--- src/rtl/sram_arb_pkg.sv ---
// Shared types and helpers for the SRAM port arbiter.
// Holds the lock FSM state type, the default memory geometry, a memory request
// record at that default geometry, and the modulo index helper used by the picker.
package sram_arb_pkg;

  localparam int DEF_ADDR_W = 12;
  localparam int DEF_DATA_W = 32;
  localparam int DEF_MASK_W = DEF_DATA_W / 8;

  typedef enum logic {
    IDLE,
    LOCKED
  } lock_state_e;

  typedef struct packed {
    logic                  wen;
    logic [DEF_ADDR_W-1:0] addr;
    logic [DEF_DATA_W-1:0] wdata;
    logic [DEF_MASK_W-1:0] wmask;
  } mem_req_t;

  // Port index reached by stepping 'offset' places from 'base' in a ring of n ports.
  function automatic int wrapIdx(input int base, input int offset, input int n);
    return (base + offset) % n;
  endfunction

endpackage

--- src/rtl/sram_port_arbiter_rr_picker.sv ---
// Round-robin picker: scans the request vector starting at ptr, wrapping around,
// and reports the first requesting port as a one-hot vector plus its index.
// Purely combinational; the pointer itself lives in the arbiter.
module rr_picker
  import sram_arb_pkg::*;
#(
  parameter int NUM_PORTS = 2,
  parameter int PID_W     = $clog2(NUM_PORTS)
) (
  input  logic [NUM_PORTS-1:0] req,
  input  logic [PID_W-1:0]     ptr,
  output logic [NUM_PORTS-1:0] winner,
  output logic [PID_W-1:0]     winnerId,
  output logic                 found
);

  logic [PID_W-1:0] idx;

  // First requester at or after ptr (modulo NUM_PORTS) wins; later ones are masked off.
  always_comb begin
    winner   = '0;
    winnerId = '0;
    found    = 1'b0;
    idx      = '0;
    for (int i = 0; i < NUM_PORTS; i++) begin
      idx = PID_W'(wrapIdx(int'(ptr), i, NUM_PORTS));
      if (!found && req[idx]) begin
        found       = 1'b1;
        winner[idx] = 1'b1;
        winnerId    = idx;
      end
    end
  end

endmodule

--- src/rtl/sram_port_arbiter.sv ---
// Multi-port front-end for a single-port synchronous SRAM.
// Round-robin arbitration with a per-port lock for atomic read-modify-write,
// and a one-cycle read response routed back to the issuing port.
// Optional feature macro: SRAM_ARB_PERF_EN adds per-port grant/stall counters
// (perf_clr, perf_grants, perf_stalls); without it those ports do not exist.
module sram_port_arbiter
  import sram_arb_pkg::*;
#(
  parameter int NUM_PORTS = 2,
  parameter int ADDR_W    = DEF_ADDR_W,
  parameter int DATA_W    = DEF_DATA_W,
  parameter int MASK_W    = DATA_W / 8,
  parameter int PID_W     = $clog2(NUM_PORTS)
) (
  input  logic                        clk,
  input  logic                        rst_n,
  input  logic [NUM_PORTS-1:0]        req,
  input  logic [NUM_PORTS-1:0]        lock,
  input  logic [NUM_PORTS-1:0]        wen,
  input  logic [NUM_PORTS*ADDR_W-1:0] addr,
  input  logic [NUM_PORTS*DATA_W-1:0] wdata,
  input  logic [NUM_PORTS*MASK_W-1:0] wmask,
  output logic [NUM_PORTS-1:0]        gnt,
  output logic [NUM_PORTS-1:0]        rsp_valid,
  output logic [DATA_W-1:0]           rsp_data,
  output logic                        mem_cen,
  output logic                        mem_wen,
  output logic [ADDR_W-1:0]           mem_addr,
  output logic [DATA_W-1:0]           mem_din,
  output logic [MASK_W-1:0]           mem_mask,
  input  logic [DATA_W-1:0]           mem_dout
`ifdef SRAM_ARB_PERF_EN
  ,
  input  logic                        perf_clr,
  output logic [NUM_PORTS*32-1:0]     perf_grants,
  output logic [NUM_PORTS*32-1:0]     perf_stalls
`endif
);

  lock_state_e          lockState;
  logic [PID_W-1:0]     lockPid;
  logic [PID_W-1:0]     rrPtr;
  logic                 lockOwn;

  logic [NUM_PORTS-1:0] pickWinner;
  logic [PID_W-1:0]     pickId;
  logic                 pickFound;

  logic [PID_W-1:0]     gntPid;
  logic                 granted;

  logic                 rspActive;
  logic [PID_W-1:0]     rspPid;

  assign lockOwn = (lockState == LOCKED);

  rr_picker #(
    .NUM_PORTS(NUM_PORTS),
    .PID_W    (PID_W)
  ) uPicker (
    .req     (req),
    .ptr     (rrPtr),
    .winner  (pickWinner),
    .winnerId(pickId),
    .found   (pickFound)
  );

  // While locked only the owner can be granted, and only when it actually requests.
  always_comb begin
    gnt    = '0;
    gntPid = '0;
    if (lockOwn) begin
      gnt[lockPid] = req[lockPid];
      gntPid       = lockPid;
    end else begin
      gnt    = pickWinner;
      gntPid = pickId;
    end
  end

  assign granted = |gnt;

  // Memory port carries the winner's request fields and is held at zero when idle.
  always_comb begin
    mem_cen  = 1'b0;
    mem_wen  = 1'b0;
    mem_addr = '0;
    mem_din  = '0;
    mem_mask = '0;
    if (granted) begin
      mem_cen  = 1'b1;
      mem_wen  = wen[gntPid];
      mem_addr = addr[int'(gntPid)*ADDR_W +: ADDR_W];
      mem_din  = wdata[int'(gntPid)*DATA_W +: DATA_W];
      mem_mask = wmask[int'(gntPid)*MASK_W +: MASK_W];
    end
  end

  // Lock FSM plus round-robin pointer; the pointer is frozen for the whole locked span.
  always_ff @(posedge clk or negedge rst_n) begin
    if (!rst_n) begin
      lockState <= IDLE;
      lockPid   <= '0;
      rrPtr     <= '0;
    end else begin
      case (lockState)
        IDLE: begin
          if (pickFound) begin
            rrPtr <= PID_W'(wrapIdx(int'(pickId), 1, NUM_PORTS));
            if (lock[pickId]) begin
              lockState <= LOCKED;
              lockPid   <= pickId;
            end
          end
        end
        LOCKED: begin
          if (!lock[lockPid]) begin
            lockState <= IDLE;
          end
        end
        default: lockState <= IDLE;
      endcase
    end
  end

  // Remember which port issued a read so its data can be steered back next cycle.
  always_ff @(posedge clk or negedge rst_n) begin
    if (!rst_n) begin
      rspActive <= 1'b0;
      rspPid    <= '0;
    end else begin
      rspActive <= granted && !mem_wen;
      if (granted && !mem_wen) begin
        rspPid <= gntPid;
      end
    end
  end

  assign rsp_valid = rspActive ? (NUM_PORTS'(1) << rspPid) : '0;
  assign rsp_data  = rspActive ? mem_dout : '0;

`ifdef SRAM_ARB_PERF_EN
  logic [31:0] grantCnt [NUM_PORTS];
  logic [31:0] stallCnt [NUM_PORTS];

  // Saturating per-port grant and stall counters with a synchronous clear.
  always_ff @(posedge clk or negedge rst_n) begin
    if (!rst_n) begin
      for (int i = 0; i < NUM_PORTS; i++) begin
        grantCnt[i] <= '0;
        stallCnt[i] <= '0;
      end
    end else if (perf_clr) begin
      for (int i = 0; i < NUM_PORTS; i++) begin
        grantCnt[i] <= '0;
        stallCnt[i] <= '0;
      end
    end else begin
      for (int i = 0; i < NUM_PORTS; i++) begin
        if (gnt[i] && (grantCnt[i] != '1)) begin
          grantCnt[i] <= grantCnt[i] + 32'd1;
        end
        if (req[i] && !gnt[i] && (stallCnt[i] != '1)) begin
          stallCnt[i] <= stallCnt[i] + 32'd1;
        end
      end
    end
  end

  // Flatten the counter arrays onto the output buses, port 0 in the low word.
  always_comb begin
    perf_grants = '0;
    perf_stalls = '0;
    for (int i = 0; i < NUM_PORTS; i++) begin
      perf_grants[i*32 +: 32] = grantCnt[i];
      perf_stalls[i*32 +: 32] = stallCnt[i];
    end
  end
`else
  // Default build: no performance counters.
`endif

endmodule

--- config.mk ---
export PLATFORM = sky130hd
export DESIGN_NAME = sram_port_arbiter
export DESIGN_NICKNAME = d
export VERILOG_FILES = /design/src/rtl/sram_arb_pkg.sv /design/src/rtl/sram_port_arbiter_rr_picker.sv /design/src/rtl/sram_port_arbiter.sv
export SDC_FILE = /design/constraint.sdc
export NUM_CORES = 1
export LEC_CHECK = 0
export BUFFER_PORTS_ARGS = -buffer_cell sky130_fd_sc_hd__buf_2
export CORE_AREA = 2 2 86 88
export DETAILED_ROUTE_END_ITERATION = 16
export DIE_AREA = 0 0 88 90
export GPL_ROUTABILITY_DRIVEN = 0
export GPL_TIMING_DRIVEN = 0
export PLACE_DENSITY_LB_ADDON = 0.12
export SLEW_MARGIN = 15
export SYNTH_ARGS = -nofsm -noshare
export SYNTH_HDL_FRONTEND = slang
export SYNTH_SLANG_ARGS = --single-unit
--- constraint.sdc ---
create_clock -name clk -period 1.3 [get_ports clk]
set_input_delay 0.195 -clock clk [delete_from_list [all_inputs] [get_ports clk]]
set_output_delay 0.195 -clock clk [all_outputs]
set_load 0.005 [all_outputs]
# Yosys cells after proc, flatten, opt, wreduce, memory -nomap -nowiden
# Index checks and enable logic that the tools add are counted.
dict set report word_totals {
  reg_bits 5
  latchBits 0
  ramBits 0
  romBits 0
  input_bits 136
  elab_cells 70
  mem_count 0
}
dict set report classes {
  add_sub_neg 2
  mul 1
  div_mod_pow 0
  n_lt_le_gt_ge 8
  n_eq_ne 0
  n_shift 4
  muxes 37
  bitwise_logic 3
  n_reduce_logical 10
}
# cell count
set ops {}
lappend ops {{$mux W32} 2}
lappend ops {{$shiftx A64 B7 Y32} 1}
lappend ops {{$mux W1} 25}
lappend ops {{$shiftx A24 B6 Y12} 1}
lappend ops {{$mux W12} 1}
lappend ops {{$lt A1 B2 Y1 const B} 5}
lappend ops {{$mux W2} 4}
lappend ops {{$shiftx A8 B4 Y4} 1}
lappend ops {{$logic_and A1 B1 Y1} 5}
lappend ops {{$mux W4} 1}
lappend ops {{$demux W1 S1} 3}
lappend ops {{$ge A1 B1 Y1 const B} 3}
lappend ops {{$mul A1 B2 Y3 const B} 1}
lappend ops {{$reduce_and A3 Y1} 1}
lappend ops {{$add A1 B1 Y1 const B} 2}
lappend ops {{$and A2 B2 Y2} 1}
lappend ops {{$logic_not A1 Y1} 2}
lappend ops {{$or A2 B2 Y2} 1}
lappend ops {{$pmux W1 S2} 1}
lappend ops {{$reduce_and A2 Y1} 1}
lappend ops {{$reduce_or A2 Y1} 1}
lappend ops {{$shl A1 B1 Y2 const A} 1}
lappend ops {{$not A1 Y1} 1}

# Depth between registers and ports, before layout
dict set report logic_depth {
  word_depth 12
  mapped_depth 6
  ltp_nobuf 4
}

# Hierarchy
# A second synthesis with hierarchy kept.
dict set report hier_totals {
  hier_cells 238
  area_unflattened_um2 1534.0
}
# mod n_inst cells_each area_per_inst_um2 seq_area_each_um2
set modules_own_cells {}
lappend modules_own_cells {sram_port_arbiter 1 233 1501.4 125.1}
lappend modules_own_cells {rr_picker 1 5 32.5 0.0}

# Worst setup path after synthesis
# Ideal clock, no wire load.
dict set report synth_timing {
  path_type {reg-to-output}
  from {register lockState (netlist: lockOwn)}
  to {output mem_din[14]}
  arrival_ps 1279
  required_time_ps 1105
  setup_slack_ps -174
  path_stages_with_launch 7
  cell_sequence {dfrtp_1 nand2b_1 o21ai_1 buf_4 buf_4 nand2_1 a21oi_1}
}
dict set report synth_via {
  elab_chain_len 3
  elab_cells_between_ends 5
  cone_classes {shift: 1; mux: 3; reduce/logical: 1}
}
# item line_no
set synth_lines {}
lappend synth_lines {{start: declaration} sram_port_arbiter.sv:40} ;# lock_state_e lockState;
lappend synth_lines {{start signal: assignment} sram_port_arbiter.sv:102} ;# lockState <= IDLE;
lappend synth_lines {{start signal: assignment} sram_port_arbiter.sv:111} ;# lockState <= LOCKED;
lappend synth_lines {{start signal: assignment} sram_port_arbiter.sv:118} ;# lockState <= IDLE;
lappend synth_lines {{$mux W1 / $mux W2 (equally long branches)} sram_port_arbiter.sv:72} ;# if (lockOwn) begin
lappend synth_lines {{$shiftx A64 B7 Y32 / $reduce_or A2 Y1 (equally long branches)} {sram_port_arbiter.sv:94, sram_port_arbiter.sv:81}}
lappend synth_lines {{$mux W32 *} sram_port_arbiter.sv:90} ;# if (granted) begin
lappend synth_lines {{end: declaration} sram_port_arbiter.sv:29} ;# output logic [DATA_W-1:0] mem_din,
# Mark *: on every way between the ends. The rest lies on a longest branch, timed or not.

# Final worst setup path
dict set report layout_timing {
  from {register lockState (netlist: lockOwn)}
  to {output mem_din[16]}
}
# Same word-level chain as after synthesis.

==> metrics.txt <==
# TYPE chip_impl_metric gauge
chip_impl_info{name="status",value="finished, violations left"} 1
chip_impl_info{name="violations_in_the_final_reports",value="setup timing"} 1
chip_impl_info{name="hold_path.startpoint",value="wen[0]"} 1
chip_impl_metric{name="post_route_cells_drive_above_1_share",unit=""} 0.747
chip_impl_metric{name="achievable-frequency",unit="MHz"} 541
chip_impl_metric{name="required",unit="ps"} 1110
chip_impl_info{name="grt_setup_unrepaired",value="yes"} 1
chip_impl_metric{name="fillCellCount",unit=""} 735
chip_impl_metric{name="detail_route.wirelength",unit="um"} 7570
chip_impl_info{name="cts_tree",value="done"} 1
chip_impl_metric{name="yosysWarnings",unit=""} 0
chip_impl_metric{name="detail_route.drc_violations",unit=""} 0
chip_impl_metric{name="cts.sinks",unit=""} 5
chip_impl_metric{name="floorplan.rows",unit=""} 31
chip_impl_metric{name="critical_path.max_fanout",unit=""} 6
chip_impl_metric{name="synth_seq_area_share",unit=""} 0.0997
chip_impl_metric{name="yosysUniqueCellTypes",unit=""} 23
chip_impl_metric{name="synth.avg_cell_area",unit="sq um"} 5.39
chip_impl_metric{name="power.ir.vdd_worst",unit="mV"} 0.542
chip_impl_metric{name="synthToLayoutAreaGrowth",unit="%"} 178
chip_impl_metric{name="h-tree-depth",unit=""} 1
chip_impl_metric{name="clock_skew",unit="ps"} 2.96
chip_impl_metric{name="die-area",unit="sq um"} 7920
chip_impl_metric{name="finalCritPeriodShare",unit=""} 1.42
chip_impl_metric{name="cts_max_path_buffers",unit=""} 2
chip_impl_metric{name="setup-violations-final",unit=""} 72
chip_impl_metric{name="synth_area",unit="sq um"} 1250
chip_impl_info{name="synth.top_cells.by_area",value="nand2_1, a21oi_1, and2_1, dfrtp_1, buf_2"} 1
chip_impl_metric{name="antenna-diode-count",unit=""} 0
chip_impl_metric{name="hold_depth",unit=""} 3
chip_impl_info{name="cts_root_buffer",value="clkbuf_8"} 1
chip_impl_metric{name="worst-endpoint-arrival",unit="ps"} 1650
chip_impl_metric{name="p_per_area",unit="nW/um^2"} 1640
chip_impl_metric{name="worstRegToRegCells",unit=""} 7
chip_impl_metric{name="synth_async_sr_flop_share",unit=""} 1.00
chip_impl_info{name="r2r_start",value="lockOwn$_DFF_PN0_"} 1
chip_impl_metric{name="total_chip_power",unit="W"} 0.00574
chip_impl_metric{name="first_global_vias",unit=""} 2283
chip_impl_info{name="hold_path.class",value="in2reg"} 1
chip_impl_metric{name="nets",unit=""} 620
chip_impl_metric{name="finalHoldViolations",unit=""} 0
chip_impl_metric{name="drtAntennaViolNets",unit=""} 0
chip_impl_metric{name="synth_edf_count",unit=""} 0
chip_impl_metric{name="numPortBuffers",unit=""} 221
chip_impl_metric{name="dieHeight",unit="um"} 90
chip_impl_metric{name="register_to_register_setup_slack",unit="ps"} -260
chip_impl_info{name="ys_top_cells_by_count",value="nand2_1, a21oi_1, and2_1, buf_2, dfrtp_1"} 1
chip_impl_metric{name="cellLeakagePower",unit="nW"} 1.92
chip_impl_info{name="post-synth-top-count-cell",value="nand2_1"} 1
chip_impl_info{name="worst_setup_path_end_kind",value="output port"} 1
chip_impl_metric{name="ys_ff_latch",unit=""} 5
chip_impl_metric{name="drt-initial-drc-count",unit=""} 61
chip_impl_metric{name="max_cap_violations",unit=""} 0
chip_impl_metric{name="insertion_delay",unit="ps"} 230
chip_impl_metric{name="finish.utilization",unit=""} 0.497
chip_impl_metric{name="syn_inst",unit=""} 233
chip_impl_info{name="synthFlopType",value="dfrtp_1"} 1
chip_impl_info{name="timing_worst_setup_path_type",value="reg2out"} 1
chip_impl_metric{name="final-max-slew-violation-count",unit=""} 0
chip_impl_metric{name="global_route.usage.total",unit=""} 0.166
chip_impl_metric{name="detail_route.wl_per_cell",unit="um"} 13.0
chip_impl_metric{name="grt_max_degree",unit=""} 11
chip_impl_metric{name="antenna_found_initial",unit=""} 0
chip_impl_info{name="min_delay_worst_endpoint",value="rspPid$_DFFE_PN0P_"} 1
chip_impl_metric{name="worst_setup_hold_path_clk_slew",unit="ps"} 40
chip_impl_metric{name="synth_top_area_frac",unit=""} 0.302
chip_impl_metric{name="hpwl",unit="um"} 5610
chip_impl_metric{name="die_w",unit="um"} 88
chip_impl_metric{name="postSynthNetCount",unit=""} 369
chip_impl_info{name="worstSetupStartpointType",value="flip-flop"} 1
chip_impl_metric{name="max_slew.worst_pin.slew",unit="ps"} 259
chip_impl_metric{name="detailed_route_vias_per_instance",unit=""} 4.19
chip_impl_metric{name="timing.final.ws_setup",unit="ps"} -548
chip_impl_metric{name="first_pass_iters",unit=""} 4
chip_impl_metric{name="total_global_routing_overflow",unit=""} 0
chip_impl_metric{name="slew-limit-headroom",unit=""} 0.827
chip_impl_metric{name="numCtsBuffers",unit=""} 3
chip_impl_info{name="timing.rr.end",value="rspPid$_DFFE_PN0P_"} 1
chip_impl_metric{name="grt_pass1_wl",unit="um"} 10700
chip_impl_metric{name="final.min_clock_period",unit="ps"} 1850
chip_impl_metric{name="i_o_pin_count",unit=""} 222
chip_impl_metric{name="initial_utilization",unit=""} 0.179
chip_impl_metric{name="core_region_area",unit="sq um"} 7020
chip_impl_metric{name="vias",unit=""} 2440
chip_impl_info{name="synth.largest_area_cell",value="nand2_1"} 1
## critical path, stage by stage (launching register included)
cell      delay (ps)
dfrtp_2          440
nand2b_4         170
o21ai_4          210
buf_6            170
buf_6            130
nand2_1           70
a21oi_2          120
buf_2            120
## flip-flops by register name, indices dropped and copies added (netlist names)
signal	flops
lockPid	1
rrPtr	1
lockOwn	1
rspPid	1
rspActive	1
## report_power, final
group | internal [W] | switching, W
combinational | 0.00283 | 0.00227
sequential | 0.000233 | 0.000110
clock | 0.000211 | 0.0000843
## routing by layer
metal,track usage,vias to the layer above,share of wire
met1,0.190,1071,0.39
li1,-,1255,-
met4,0.0256,0,0.0066
met2,0.315,108,0.54
met5,0,-,0
met3,0.0303,6,0.067
## placed cells by master, fill, tap and decap left out, types with 2 or more instances in the layout
master	instances
buf_6	41
and2_4	24
buf_8	3
clkbuf_8	3
and2_1	11
o21ai_0	2
nand2_2	9
buf_12	6
a21oi_2	43
clkbuf_16	3
buf_4	10
nand2_1	89
buf_16	2
dfrtp_2	3
nor2b_1	2
dfrtp_1	2
buf_2	196
nand2b_4	2
nand2_4	3
a21oi_1	9
clkbuf_4	2
## cell families after synthesis
logic type             Yosys count  share of synthesized area
AOI/OAI and AO/OA               61                      0.267
buffers and inverters           20                     0.0927
muxes                            3                     0.0249
and+or+nand+nor                144                      0.515
DFF                              5                     0.0997
## how the worst max path moves through the flow
stage	slack [ps]	end	depth (start not counted)	from
floorplan	-100	mem_din[25]	4	lockPid$_DFFE_PN0P_
global placement	-420	mem_addr[0]	5	lockPid$_DFFE_PN0P_
detailed placement	-430	mem_din[29]	7	lockOwn$_DFF_PN0_
CTS	-540	mem_din[8]	6	lockPid$_DFFE_PN0P_
global route	-630	mem_din[25]	7	lockOwn$_DFF_PN0_
finish	-550	mem_din[16]	7	lockOwn$_DFF_PN0_
## through the flow
step                hold WS, ps  instance area, sq um  setup TNS [ps]  worst slack [ps]  instances
floorplan                  -101                  1480           -4320             -97.7        233
global placement           13.5                  2710          -19390              -422        553
detailed placement         15.9                  2710          -19120              -434        553
CTS                         241                  3070          -26400              -543        573
global route                289                  3490          -31900              -628        582
finish                      251                  3490          -26610              -548        582
## area by class of cell
type / instances / area, sq um / share of cell area
buffer: 18 / 246 / 0.0706
tap: 99 / 124 / 0.0355
sequential: 5 / 129 / 0.0369
multi-input combinational: 208 / 1350 / 0.386
timing repair buffer: 246 / 1590 / 0.456
clock buffer: 4 / 45.0 / 0.0129
inverter: 2 / 10.0 / 0.00287
## repair_timing
action                                 CTS  global route
setup endpoints to repair               84            84
gates resized for setup                 41            85
gates cloned                             4             5
pin swaps                                2            18
hold buffers                             1             0
endpoints found under the hold margin    5             0
setup buffers                           11             4
Power figures use the tool's default switching activity.
